## src/rtl/fetch_decode_reg_pkg.sv

```systemverilog
// Shared core definitions: instruction format classes, field positions,
// NOP encoding and the IF/ID skid-buffer state encoding.
package fetch_decode_reg_pkg;

    // Format class carried in instr[FMT_MSB:FMT_LSB]
    localparam logic [1:0] FMT_REG   = 2'b00;
    localparam logic [1:0] FMT_IMM12 = 2'b01;
    localparam logic [1:0] FMT_IMM16 = 2'b10;
    localparam logic [1:0] FMT_JMP   = 2'b11;

    localparam int FMT_MSB = 31;
    localparam int FMT_LSB = 30;

    localparam logic [31:0] NOP_INSTR = 32'h0000_0000;

    // Occupancy of the two-entry buffer
    typedef enum logic [1:0] {
        ST_EMPTY = 2'b00,
        ST_ONE   = 2'b01,
        ST_TWO   = 2'b10
    } buf_state_e;

endpackage

```

## src/rtl/fetch_decode_reg_fmt_decode.sv

```systemverilog
// Format-class decoder: maps instr[31:30] to the extender select bit.
// 0 selects a 12-bit immediate, 1 selects a 16-bit immediate.
module fmt_decode
    import fetch_decode_reg_pkg::*;
(
    input  logic [1:0] fmt,
    output logic       op_se
);

    // Map each format class to its extension width select
    always_comb begin
        op_se = 1'b0;
        case (fmt)
            FMT_REG:   op_se = 1'b0;
            FMT_IMM12: op_se = 1'b0;
            FMT_IMM16: op_se = 1'b1;
            FMT_JMP:   op_se = 1'b1;
            default:   op_se = 1'b0;
        endcase
    end

endmodule

```

## src/rtl/fetch_decode_reg.sv

```systemverilog
// IF/ID pipeline register built as a 2-entry skid buffer (main + skid).
// if_ready is a flop derived from the next state, so decode back-pressure
// never reaches fetch combinationally. The extension select is decoded
// when an instruction is written and stored with the entry.
module fetch_decode_reg
    import fetch_decode_reg_pkg::*;
#(
    parameter int XLEN  = 32,
    parameter int IMM_W = 16
) (
    input  logic             clk,
    input  logic             reset_n,
    input  logic             if_valid,
    output logic             if_ready,
    input  logic [XLEN-1:0]  if_instr,
    input  logic [XLEN-1:0]  if_pc,
    output logic             id_valid,
    input  logic             id_ready,
    output logic [XLEN-1:0]  id_instr,
    output logic [XLEN-1:0]  id_pc,
    output logic [IMM_W-1:0] id_imm,
    output logic             id_op_se,
    input  logic             flush
);

    buf_state_e      state_q, state_d;
    logic [XLEN-1:0] main_instr_q, main_instr_d;
    logic [XLEN-1:0] main_pc_q, main_pc_d;
    logic            main_se_q, main_se_d;
    logic [XLEN-1:0] skid_instr_q, skid_instr_d;
    logic [XLEN-1:0] skid_pc_q, skid_pc_d;
    logic            skid_se_q, skid_se_d;
    logic            if_ready_q, if_ready_d;
    logic            id_valid_q, id_valid_d;

    logic            in_se_s;
    logic            accept_s;
    logic            consume_s;

    fmt_decode u_fmt_decode (
        .fmt   (if_instr[FMT_MSB:FMT_LSB]),
        .op_se (in_se_s)
    );

    assign accept_s  = if_valid & if_ready_q;
    assign consume_s = id_valid_q & id_ready;

    // Next-state and entry-write logic for the skid buffer
    always_comb begin
        state_d      = state_q;
        main_instr_d = main_instr_q;
        main_pc_d    = main_pc_q;
        main_se_d    = main_se_q;
        skid_instr_d = skid_instr_q;
        skid_pc_d    = skid_pc_q;
        skid_se_d    = skid_se_q;

        if (flush) begin
            // Incoming word is dropped and entries are invalidated; data
            // registers keep their contents so outputs hold steady.
            state_d = ST_EMPTY;
        end else begin
            case (state_q)
                ST_EMPTY: begin
                    if (accept_s) begin
                        main_instr_d = if_instr;
                        main_pc_d    = if_pc;
                        main_se_d    = in_se_s;
                        state_d      = ST_ONE;
                    end else begin
                        state_d = ST_EMPTY;
                    end
                end
                ST_ONE: begin
                    if (accept_s && consume_s) begin
                        main_instr_d = if_instr;
                        main_pc_d    = if_pc;
                        main_se_d    = in_se_s;
                        state_d      = ST_ONE;
                    end else if (accept_s) begin
                        skid_instr_d = if_instr;
                        skid_pc_d    = if_pc;
                        skid_se_d    = in_se_s;
                        state_d      = ST_TWO;
                    end else if (consume_s) begin
                        state_d = ST_EMPTY;
                    end else begin
                        state_d = ST_ONE;
                    end
                end
                ST_TWO: begin
                    // if_ready is low here, so only a consume can happen
                    if (consume_s) begin
                        main_instr_d = skid_instr_q;
                        main_pc_d    = skid_pc_q;
                        main_se_d    = skid_se_q;
                        state_d      = ST_ONE;
                    end else begin
                        state_d = ST_TWO;
                    end
                end
                default: begin
                    state_d = ST_EMPTY;
                end
            endcase
        end

        if_ready_d = (state_d != ST_TWO);
        id_valid_d = (state_d != ST_EMPTY);
    end

    // State, handshake flags and entry storage
    always_ff @(posedge clk or negedge reset_n) begin
        if (!reset_n) begin
            state_q      <= ST_EMPTY;
            main_instr_q <= XLEN'(NOP_INSTR);
            main_pc_q    <= {XLEN{1'b0}};
            main_se_q    <= 1'b0;
            skid_instr_q <= {XLEN{1'b0}};
            skid_pc_q    <= {XLEN{1'b0}};
            skid_se_q    <= 1'b0;
            if_ready_q   <= 1'b1;
            id_valid_q   <= 1'b0;
        end else begin
            state_q      <= state_d;
            main_instr_q <= main_instr_d;
            main_pc_q    <= main_pc_d;
            main_se_q    <= main_se_d;
            skid_instr_q <= skid_instr_d;
            skid_pc_q    <= skid_pc_d;
            skid_se_q    <= skid_se_d;
            if_ready_q   <= if_ready_d;
            id_valid_q   <= id_valid_d;
        end
    end

    assign if_ready = if_ready_q;
    assign id_valid = id_valid_q;
    assign id_instr = main_instr_q;
    assign id_pc    = main_pc_q;
    assign id_imm   = main_instr_q[IMM_W-1:0];
    assign id_op_se = main_se_q;

endmodule

```

## config.mk

```make
export PLATFORM = sky130hd
export DESIGN_NAME = fetch_decode_reg
export DESIGN_NICKNAME = d
export VERILOG_FILES = /design/src/rtl/fetch_decode_reg_pkg.sv /design/src/rtl/fetch_decode_reg_fmt_decode.sv /design/src/rtl/fetch_decode_reg.sv
export SDC_FILE = /design/constraint.sdc
export NUM_CORES = 1
export LEC_CHECK = 0
export CAP_MARGIN = 40
export CELL_PAD_IN_SITES_DETAIL_PLACEMENT = 2
export CELL_PAD_IN_SITES_GLOBAL_PLACEMENT = 2
export CORE_ASPECT_RATIO = 1.2
export CORE_UTILIZATION = 36
export CTS_CLUSTER_SIZE = 24
export DETAILED_ROUTE_END_ITERATION = 16
export GPL_TIMING_DRIVEN = 0
export PLACE_DENSITY_LB_ADDON = 0.1
export SLEW_MARGIN = 0
export SYNTH_ARGS = -nofsm -noshare
export SYNTH_HDL_FRONTEND = slang
export SYNTH_SLANG_ARGS = --single-unit
export TNS_END_PERCENT = 20
```

## constraint.sdc

```tcl
create_clock -name clk -period 4.2 [get_ports clk]
set_input_delay 1.05 -clock clk [delete_from_list [all_inputs] [get_ports clk]]
set_output_delay 1.05 -clock clk [all_outputs]
set_load 0.01 [all_outputs]
```

==> results of run 1 <==
-- layout make-up --
class	count	area, µm²
Sequential cell	134	3354
Clock buffer	20	466.7
Tap cell	208	260.3
Clock inverter	12	222.7
Buffer	53	364.1
Multi-Input combinational cell	212	2163
Inverter	1	3.754
Timing Repair Buffer	151	1530
Fill cell	1504	7400
-- layout by cell type, fill, tap and decap left out, types with 2 or more instances in the layout --
cell type	synthesis	routed
clkdlybuf4s50_1	0	149
dfrtp_1	133	133
o22ai_1	65	65
a2bb2oi_2	50	50
mux2_1	50	50
buf_4	18	18
clkbuf_16	0	17
mux2_2	16	16
a2bb2oi_1	16	16
buf_2	12	12
buf_6	11	12
clkbuf_1	9	9
bufinv_16	0	6
buf_1	3	3
clkbuf_8	0	3
nand2_1	2	2
clkinv_2	0	2
clkinv_4	0	2
clkinvlp_4	0	2
-- path summary, 6_finish.rpt --
| path | start | end | slack (ns) | cells past startpoint |
|---|---|---|---|---|
| worst max-delay path | if_ready | if_ready | 1.58 | 1 |
| worst min-delay path | skid_instr_q[11] | skid_instr_q[11] | 0.49 | 1 |
| worst max register to register | state_q[1] | id_instr[11] | 2.28 | 5 |
| worst min register to register | skid_instr_q[11] | skid_instr_q[11] | 0.49 | 1 |
| max in group asynchronous | reset_n | if_ready | 2.85 | 2 |
| min in group asynchronous | reset_n | id_instr[23] | 0.55 | 1 |
-- routing by layer --
metal / part of all wire, % / routed length (µm) / GRT usage, % / up-vias
met1: 40 / 7017 / 24.85 / 2225
met4: 1.4 / 242 / 7.262 / 0
met5: 0 / 0 / 0 / -
met2: 54 / 9381 / 39.61 / 116
met3: 4.2 / 738 / 5.449 / 16
li1: - / - / - / 1861
-- synth_stat cells (2+ instances only) --
cell type,n
buf_6,11
o22ai_1,65
buf_4,18
nand2_1,2
mux2_2,16
clkbuf_1,9
a2bb2oi_1,16
buf_2,12
buf_1,3
dfrtp_1,133
mux2_1,50
a2bb2oi_2,50
-- sequential cells by signal, indices dropped and copies added, names as in the netlist --
register,cells
id_instr,32
id_pc,32
skid_instr_q,32
skid_pc_q,32
state_q,2
id_op_se,1
id_valid,1
if_ready,1
skid_se_q,1
-- cells by family after synthesis --
logic type	count (synthesis)	share of synthesized area [%]
compound gates	138	23.04
buf+inv	54	6.250
mux	66	12.63
simple gates	8	1.084
flops	134	56.99
-- power by group --
part	total, mW	switching, mW	internal (mW)
logic	1.92	0.716	1.20
clock network	1.72	0.560	1.16
registers	2.25	0.390	1.86
total	5.88	1.67	4.22
-- stage by stage --
| stage | setup TNS (ns) | setup slack [ns] | area (µm²) | instances | hold WS (ns) |
|---|---|---|---|---|---|
| 6_report | 0 | 1.581 | 8366 | 791 | 0.4899 |
| 5_1_grt | 0 | 1.502 | 8366 | 791 | 0.5067 |
| 4_1_cts | 0 | 1.540 | 8366 | 791 | 0.4923 |
| 3_5_place_dp | 0 | 1.222 | 7676 | 759 | 0.4797 |
| 3_3_place_gp | -430.71 | -3.239 | 7647 | 758 | 0.4668 |
| 2_1_floorplan | 0 | 2.004 | 5886 | 400 | 0.4585 |
==> impl_results.md, run 1 <==
- Cells after Synth: 400
- Top_reg_cell synth: dfrtp_1
- Final setup violation count: 0
- Synth warn: 0
- Critical Path, Cell by Cell: clkdlybuf4s50_1
- Clock tree root buffer cell: clkbuf_16
- Worst EP required: 3.15 ns
- Endpoints failing hold: 0
- CTS tree: done
- Yosys top cell area share: 56.55%
- N_diodes: 0
- Max-cap viol count: 0
- P per Cell Area: 703.2 mW/mm²
- Distinct cells, synth: 27
- CTS max path bufs: 2
- Total gr overflow: 0
- Layout cell share with drive strength beyond 1: 25.21%
- Worst EP arrival: 1.57 ns
- Buf+Inv Stages, Crit Path: 1
- FMAX: 381.9 MHz
- Area growth syn-to-layout: 42.13%
- Min-delay worst type: reg -> reg
- Die height: 142.1 µm
- Register area share after synthesis: 56.99%
- Crit-path leading delay family: buffers and inverters
- Vias in the first global route: 4889
- Post-synth EDFFs: 0
- Gpl congestion: 0.7016
- Rel. slew slack: 60.77%
- # IOs: 152
- Outcome: completed
- Startpoint types: flip-flop
- Initial Util: 37.33%
- Worst Clk Skew: 0.004929 ns
- Mean area per synthesized cell: 14.71 µm²
- Largest fanout on the critical path: 3
- Post-route antenna net violation count: 0
- Setup repair after global routing missed its margin: false
- First-pass GRT wire length: 27.79 mm
- Row cnt: 50
- Core Util, Final: 53.06%
- Largest net degree at the start of global routing: 94
- Synth Net Count: 469
- DRC Markers: 0
- First-pass DRT Iterations: 4
- Max stage delay cell, worst path: clkdlybuf4s50_1
- Via count: 4218
- CTS Buf Count: 17
- Setup Fix Bufs, Post-CTS: 0
- Mapped cell area: 0.005886 mm²
- Final period util: 62.35%
- Crit path kind: reg -> out
- Clk slew on worst S/H paths: 0.06 ns
- Synth Register Bits: 134
- Post-CTS sizing: 0
- Max IR drop VDD: 0.3116 mV
- Static Leakage: 3.390 nW
- Ys async rst share: 100.0%
- Final nets: 639
- Post-DP HPWL: 11.82 mm
- Minimum clock period: 2.619 ns
- Initial antenna violation count: 0
- Top post-synthesis cells by area: dfrtp_1 57%, a2bb2oi_2 13%, mux2_1 9.6%
- Detailed-route vias per instance: 5.332
- Slew @ Worst Pin: 0.5884 ns
- Hold buffer count at CTS: 0
- Routed WL per cell: 21.97 µm
- Fin. max-slew vios: 0
- Violation count after the first detailed-route iteration: 82
- Die width: 118.7 µm
- Worst-Skew Late Latency: 0.42 ns
- Clk sinks: 134
- Die ar.: 0.01687 mm²
- GRT Util Overall: 21.77%
- Power Total: 5.883 mW
- Input/output buffers: 150
- Slowest Stage Delay on Critical Path: 0.59 ns
- Core area: 0.01577 mm²
- H-tree levels: 4
- Worst Setup End Kind: output port
- Final wirelength: 17.38 mm
- Area leader, netlist: dfrtp_1
(Power assumes the default switching activity.)
==> inputs of run 2 (changes only) <==
Settings changed: CORE_UTILIZATION 36 to 30.
Clock period 4.2 ns to 2.2 ns, I/O delays scaled along.
==> run 2 against run 1 <==
- clock skew rose by 0.0040 ns
- final area hardly changed
- count of clock-buffer cells in the layout decreased by 2
- sequential power up 88%
- worst hold slack worse by 0.37 ns
- global-route usage down 4.4 points
- setup slack got worse by 1.5 ns
- combinational power grew 87%
- via count fell by 1.9%
- total power rose by 86%
- largest cell class unchanged
==> impl_results.md, run 2 (synthesized netlist as in run 1, its figures left out) <==
- Crit-path leading delay family: buffers and inverters
- Area growth syn-to-layout: 42.24%
- Static Leakage: 3.363 nW
- Fin. max-slew vios: 0
- H-tree levels: 4
- Largest net degree at the start of global routing: 73
- CTS Buf Count: 17
- Post-route antenna net violation count: 0
- PnR worst setup slack: 0.06922 ns
- Total gr overflow: 0
- Initial Util: 30.88%
- Final setup violation count: 0
- Critical Path, Cell by Cell: clkdlybuf4s50_1
- Vias in the first global route: 4670
- Final period util: 96.85%
- Post-DP HPWL: 11.55 mm
- Die height: 155.4 µm
- Row cnt: 55
- CTS max path bufs: 2
- Initial antenna violation count: 0
- Net Sw Frac: 28.42%
- Most frequent cells in the layout: 149 x clkdlybuf4s50_1, 133 x dfrtp_1, 65 x o22ai_1
- Gpl congestion: 0.6935
- Flop pwr share: 38.8%
- Outcome: completed
- Stages on worst setup path: 1
- Worst Setup End Kind: output port
- Worst-Skew Late Latency: 0.42 ns
- P per Cell Area: 1307 mW/mm²
- Clk sinks: 134
- Final nets: 639
- Min-delay worst type: in -> async
- Hold buffer count at CTS: 0
- Detailed-route vias per instance: 4.939
- Dpl ws: -0.2979 ns
- Core area: 0.01906 mm²
- GRT Util Overall: 17.36%
- Endpoints failing hold: 0
- Clk pwr share: 28.3%
- CTS tree: done
- Layout filler cell count: 1866
- Layout cell share with drive strength beyond 1: 24.91%
- DRC Markers: 0
- Power Total: 10.94 mW
- Setup repair after global routing missed its margin: false
- First-pass GRT wire length: 26.26 mm
- Max IR drop VDD: 0.5609 mV
- Internal cell power: 7.831 mW
- Worst EP required: 1.65 ns
- Input/output buffers: 150
- Routed WL per cell: 19.92 µm
- Rel. slew slack: 57.10%
- Worst EP arrival: 1.58 ns
- Slowest Stage Delay on Critical Path: 0.59 ns
- Hold Slack: 0.1220 ns
- Slew @ Worst Pin: 0.6435 ns
- Most common cell after layout, fill and taps aside: clkdlybuf4s50_1
- First-pass DRT Iterations: 4
- Worst Clk Skew: 0.008976 ns
- Startpoint types: flip-flop
- Combinational share of power: 32.9%
- Crit path kind: reg -> out
- Violation count after the first detailed-route iteration: 104
- # IOs: 152
- Clock tree root buffer cell: clkbuf_16
- Clk slew on worst S/H paths: 0.06 ns
- Setup Fix Bufs, Post-CTS: 0
- R2R depth: 5
- Largest fanout on the critical path: 3
- Core Util, Final: 43.92%
- N_diodes: 0
- Minimum clock period: 2.131 ns
- Max-cap viol count: 0
- TNS Setup: 0 ns
- Die width: 129.9 µm
- Buf+Inv Stages, Crit Path: 1
- Final wirelength: 16.69 mm
- Post-CTS sizing: 0
- Via count: 4139
- Max stage delay cell, worst path: clkdlybuf4s50_1
- FMAX: 469.3 MHz
- Die ar.: 0.02019 mm²
- Switch Pwr: 3.109 mW
-- run 2: cell types whose count changed in the layout (fill, tap and decap cells not counted) --
| cell | previous run | this run |
|---|---|---|
| bufinv_16 | 6 | 5 |
| clkbuf_1 | 9 | 10 |
| clkbuf_8 | 3 | 0 |
| clkinv_2 | 2 | 3 |
| clkinv_4 | 2 | 3 |
-- run 2: layout make-up --
type / instances / area (µm²) / share of cell area [%]
Clock inverter: 13 / 206.4 / 2.466
Clock buffer: 18 / 429.2 / 5.126
Buffer: 53 / 364.1 / 4.349
Tap cell: 256 / 320.3 / 3.826
Sequential cell: 134 / 3354 / 40.07
Inverter: 1 / 3.754 / 0.04484
Timing Repair Buffer: 151 / 1530 / 18.28
Multi-Input combinational cell: 212 / 2163 / 25.84
-- run 2: worst paths after layout --
path	from	endpoint	slack, ns
hold / removal	reset_n	skid_instr_q[17]	0.12
hold reg to reg	skid_pc_q[15]	skid_pc_q[15]	0.49
setup reg to reg	state_q[1]	id_instr[28]	0.30
max in group asynchronous	reset_n	id_pc[24]	1.28
setup / recovery	if_ready	if_ready	0.07
min in group clk	skid_pc_q[15]	skid_pc_q[15]	0.49
-- run 2: routing by layer --
| layer | global-route usage [%] | routed length [µm] |
|---|---|---|
| met1 | 21.28 | 7200 |
| met2 | 28.60 | 8279 |
| met3 | 5.193 | 961 |
| met4 | 6.423 | 250 |
| met5 | 0 | 0 |
-- run 2: power by group through the flow --
stage / registers (mW) / logic, mW / clock network [mW]
2_1_floorplan: 4.33 / 1.73 / 0
3_3_place_gp: 4.20 / 3.53 / 0
3_5_place_dp: 4.28 / 3.66 / 0
4_1_cts: 4.25 / 3.67 / 3.19
5_1_grt: 4.37 / 3.88 / 3.27
6_report: 4.24 / 3.60 / 3.10
-- run 2: per-stage QoR --
stage               instances  instance area [µm²]
global route              838                 8372
finish                    838                 8372
CTS                       838                 8372
global placement          806                 7707
floorplan                 400                 5886
detailed placement        807                 7736
==> inputs of run 3 (changes only) <==
Settings changed: CORE_MARGIN from default to 8.
==> run 3 against run 2 <==
- core utilization decreased by 0.39 points
- via count grew 0.63%
- clock skew up 0.0023 ns
- global-route usage fell by 2.0 points
- clock power is 9.4% higher
- critical path depth unchanged
- maximum frequency grew 0.49%
- die area up 21%
- first-iteration DRC count unchanged
- wire length increased by 6.9%
- final area increased by 0.91%
- non-clock buffer count did not move
- critical path type unchanged
==> impl_results.md, run 3 (synthesized netlist as in run 1, its figures left out) <==
- Outcome: completed
- Critical Path, Cell by Cell: clkdlybuf4s50_1
- Dpl ws: -0.3155 ns
- PnR worst setup slack: 0.07959 ns
- Max stage delay cell, worst path: clkdlybuf4s50_1
- Minimum clock period: 2.120 ns
- Die height: 169.4 µm
- Total gr overflow: 0
- Setup Fix Bufs, Post-CTS: 0
- Switch Pwr: 3.127 mW
- Setup repair after global routing missed its margin: false
- Internal cell power: 8.133 mW
- Max IR drop VDD: 0.4732 mV
- Rel. slew slack: 55.71%
- Static Leakage: 3.395 nW
- FF-to-FF End: id_instr[15]
- Gpl congestion: 0.7173
- CTS Buf Count: 17
- Final wirelength: 17.85 mm
- Detailed-route vias per instance: 4.929
- Crit-path leading delay family: buffers and inverters
- Most common cell after layout, fill and taps aside: clkdlybuf4s50_1
- Final period util: 96.38%
- Slew @ Worst Pin: 0.6644 ns
- GRT Util Overall: 15.35%
- Slowest Stage Delay on Critical Path: 0.59 ns
- Clock tree root buffer cell: clkbuf_16
- P per Cell Area: 1333 mW/mm²
- Min-delay worst type: in -> async
- Max-cap viol count: 0
- Most frequent cells in the layout: 149 x clkdlybuf4s50_1, 133 x dfrtp_1, 65 x o22ai_1
- Post-CTS sizing: 0
- Routed WL per cell: 21.13 µm
- Flop pwr share: 37.8%
- Final nets: 639
- Worst-Skew Late Latency: 0.42 ns
- Worst Setup End Kind: output port
- Buf+Inv Stages, Crit Path: 1
- Die ar.: 0.02438 mm²
- Area growth syn-to-layout: 43.54%
- Via count: 4165
- Final setup violation count: 0
- CTS tree: done
- CTS max path bufs: 2
- First-pass GRT wire length: 28.43 mm
- Combinational share of power: 32.1%
- Worst r2r src: state_q[1]
- Largest net degree at the start of global routing: 82
- FMAX: 471.6 MHz
- Initial antenna violation count: 1
- Core area: 0.01941 mm²
- Clk sinks: 134
- Reg-to-reg setup timing slack: 0.27 ns
- Largest fanout on the critical path: 3
- Worst Clk Skew: 0.01123 ns
- Post-DP HPWL: 12.65 mm
- Die width: 143.9 µm
- # IOs: 152
- Row cnt: 56
- H-tree levels: 4
- Clk pwr share: 30.1%
- Vias in the first global route: 4933
- Fin. max-slew vios: 0
- Startpoint types: flip-flop
- DRC Markers: 0
- Net Sw Frac: 27.77%
- R2R depth: 5
- Worst EP required: 1.65 ns
- Clk slew on worst S/H paths: 0.06 ns
- Core Util, Final: 43.53%
- First-pass DRT Iterations: 4
- Initial Util: 30.32%
- Layout cell share with drive strength beyond 1: 24.91%
- Crit path kind: reg -> out
- Violation count after the first detailed-route iteration: 104
- Worst EP arrival: 1.57 ns
- Power Total: 11.26 mW
- Endpoints failing hold: 0
- Input/output buffers: 150
- Post-route antenna net violation count: 0
- Hold buffer count at CTS: 0
[run 3: stage by stage]
stage | instance area (µm²) | std cells | hold WS, ns | TNS [ns]
CTS | 8443 | 843 | 0.09164 | 0
global placement | 7714 | 811 | 0.4671 | -685.93
global route | 8446 | 844 | 0.1065 | 0
finish | 8448 | 845 | 0.08769 | 0
floorplan | 5886 | 400 | 0.2544 | 0
detailed placement | 7742 | 812 | 0.4779 | -27.21
[run 3: cell type report]
class                   count  area, µm²
fillers                  1906      10960
flip-flops and latches    134       3354
multi-input cells         212       2163
repair buffers            151       1530
clock buffers              20      456.7
plain buffers              53      364.1
well taps                 261      326.6
clock inverters            11      244.0
diodes                      2      5.005
inverters                   1      3.754
[run 3: worst max path at each step]
stage,to,depth (start not counted),from,slack (ns)
final,if_ready,1,if_ready,0.08
after global routing,if_ready,1,if_ready,0.03
after CTS,if_ready,1,if_ready,0.04
after detailed placement,id_instr[15],6,id_ready,-0.32
after global placement,id_pc[17],1,reset_n,-4.96
after floorplan,skid_instr_q[0],5,flush,0.50
[run 3: per-layer routing]
metal | routed length, µm | share of wire, % | global-route usage [%] | up-vias
met5 | 0 | 0 | 0 | -
met4 | 214 | 1.2 | 6.001 | 0
met3 | 1290 | 7.2 | 4.728 | 18
met2 | 9230 | 52 | 26.32 | 105
met1 | 7117 | 40 | 17.44 | 2182
li1 | - | - | - | 1860
[run 3: power groups by stage]
stage	logic [mW]	registers (mW)	clock network, mW
floorplan	1.73	4.33	0
global placement	3.57	4.22	0
detailed placement	3.69	4.30	0
CTS	3.71	4.28	3.49
global route	3.91	4.40	3.57
finish	3.61	4.26	3.39
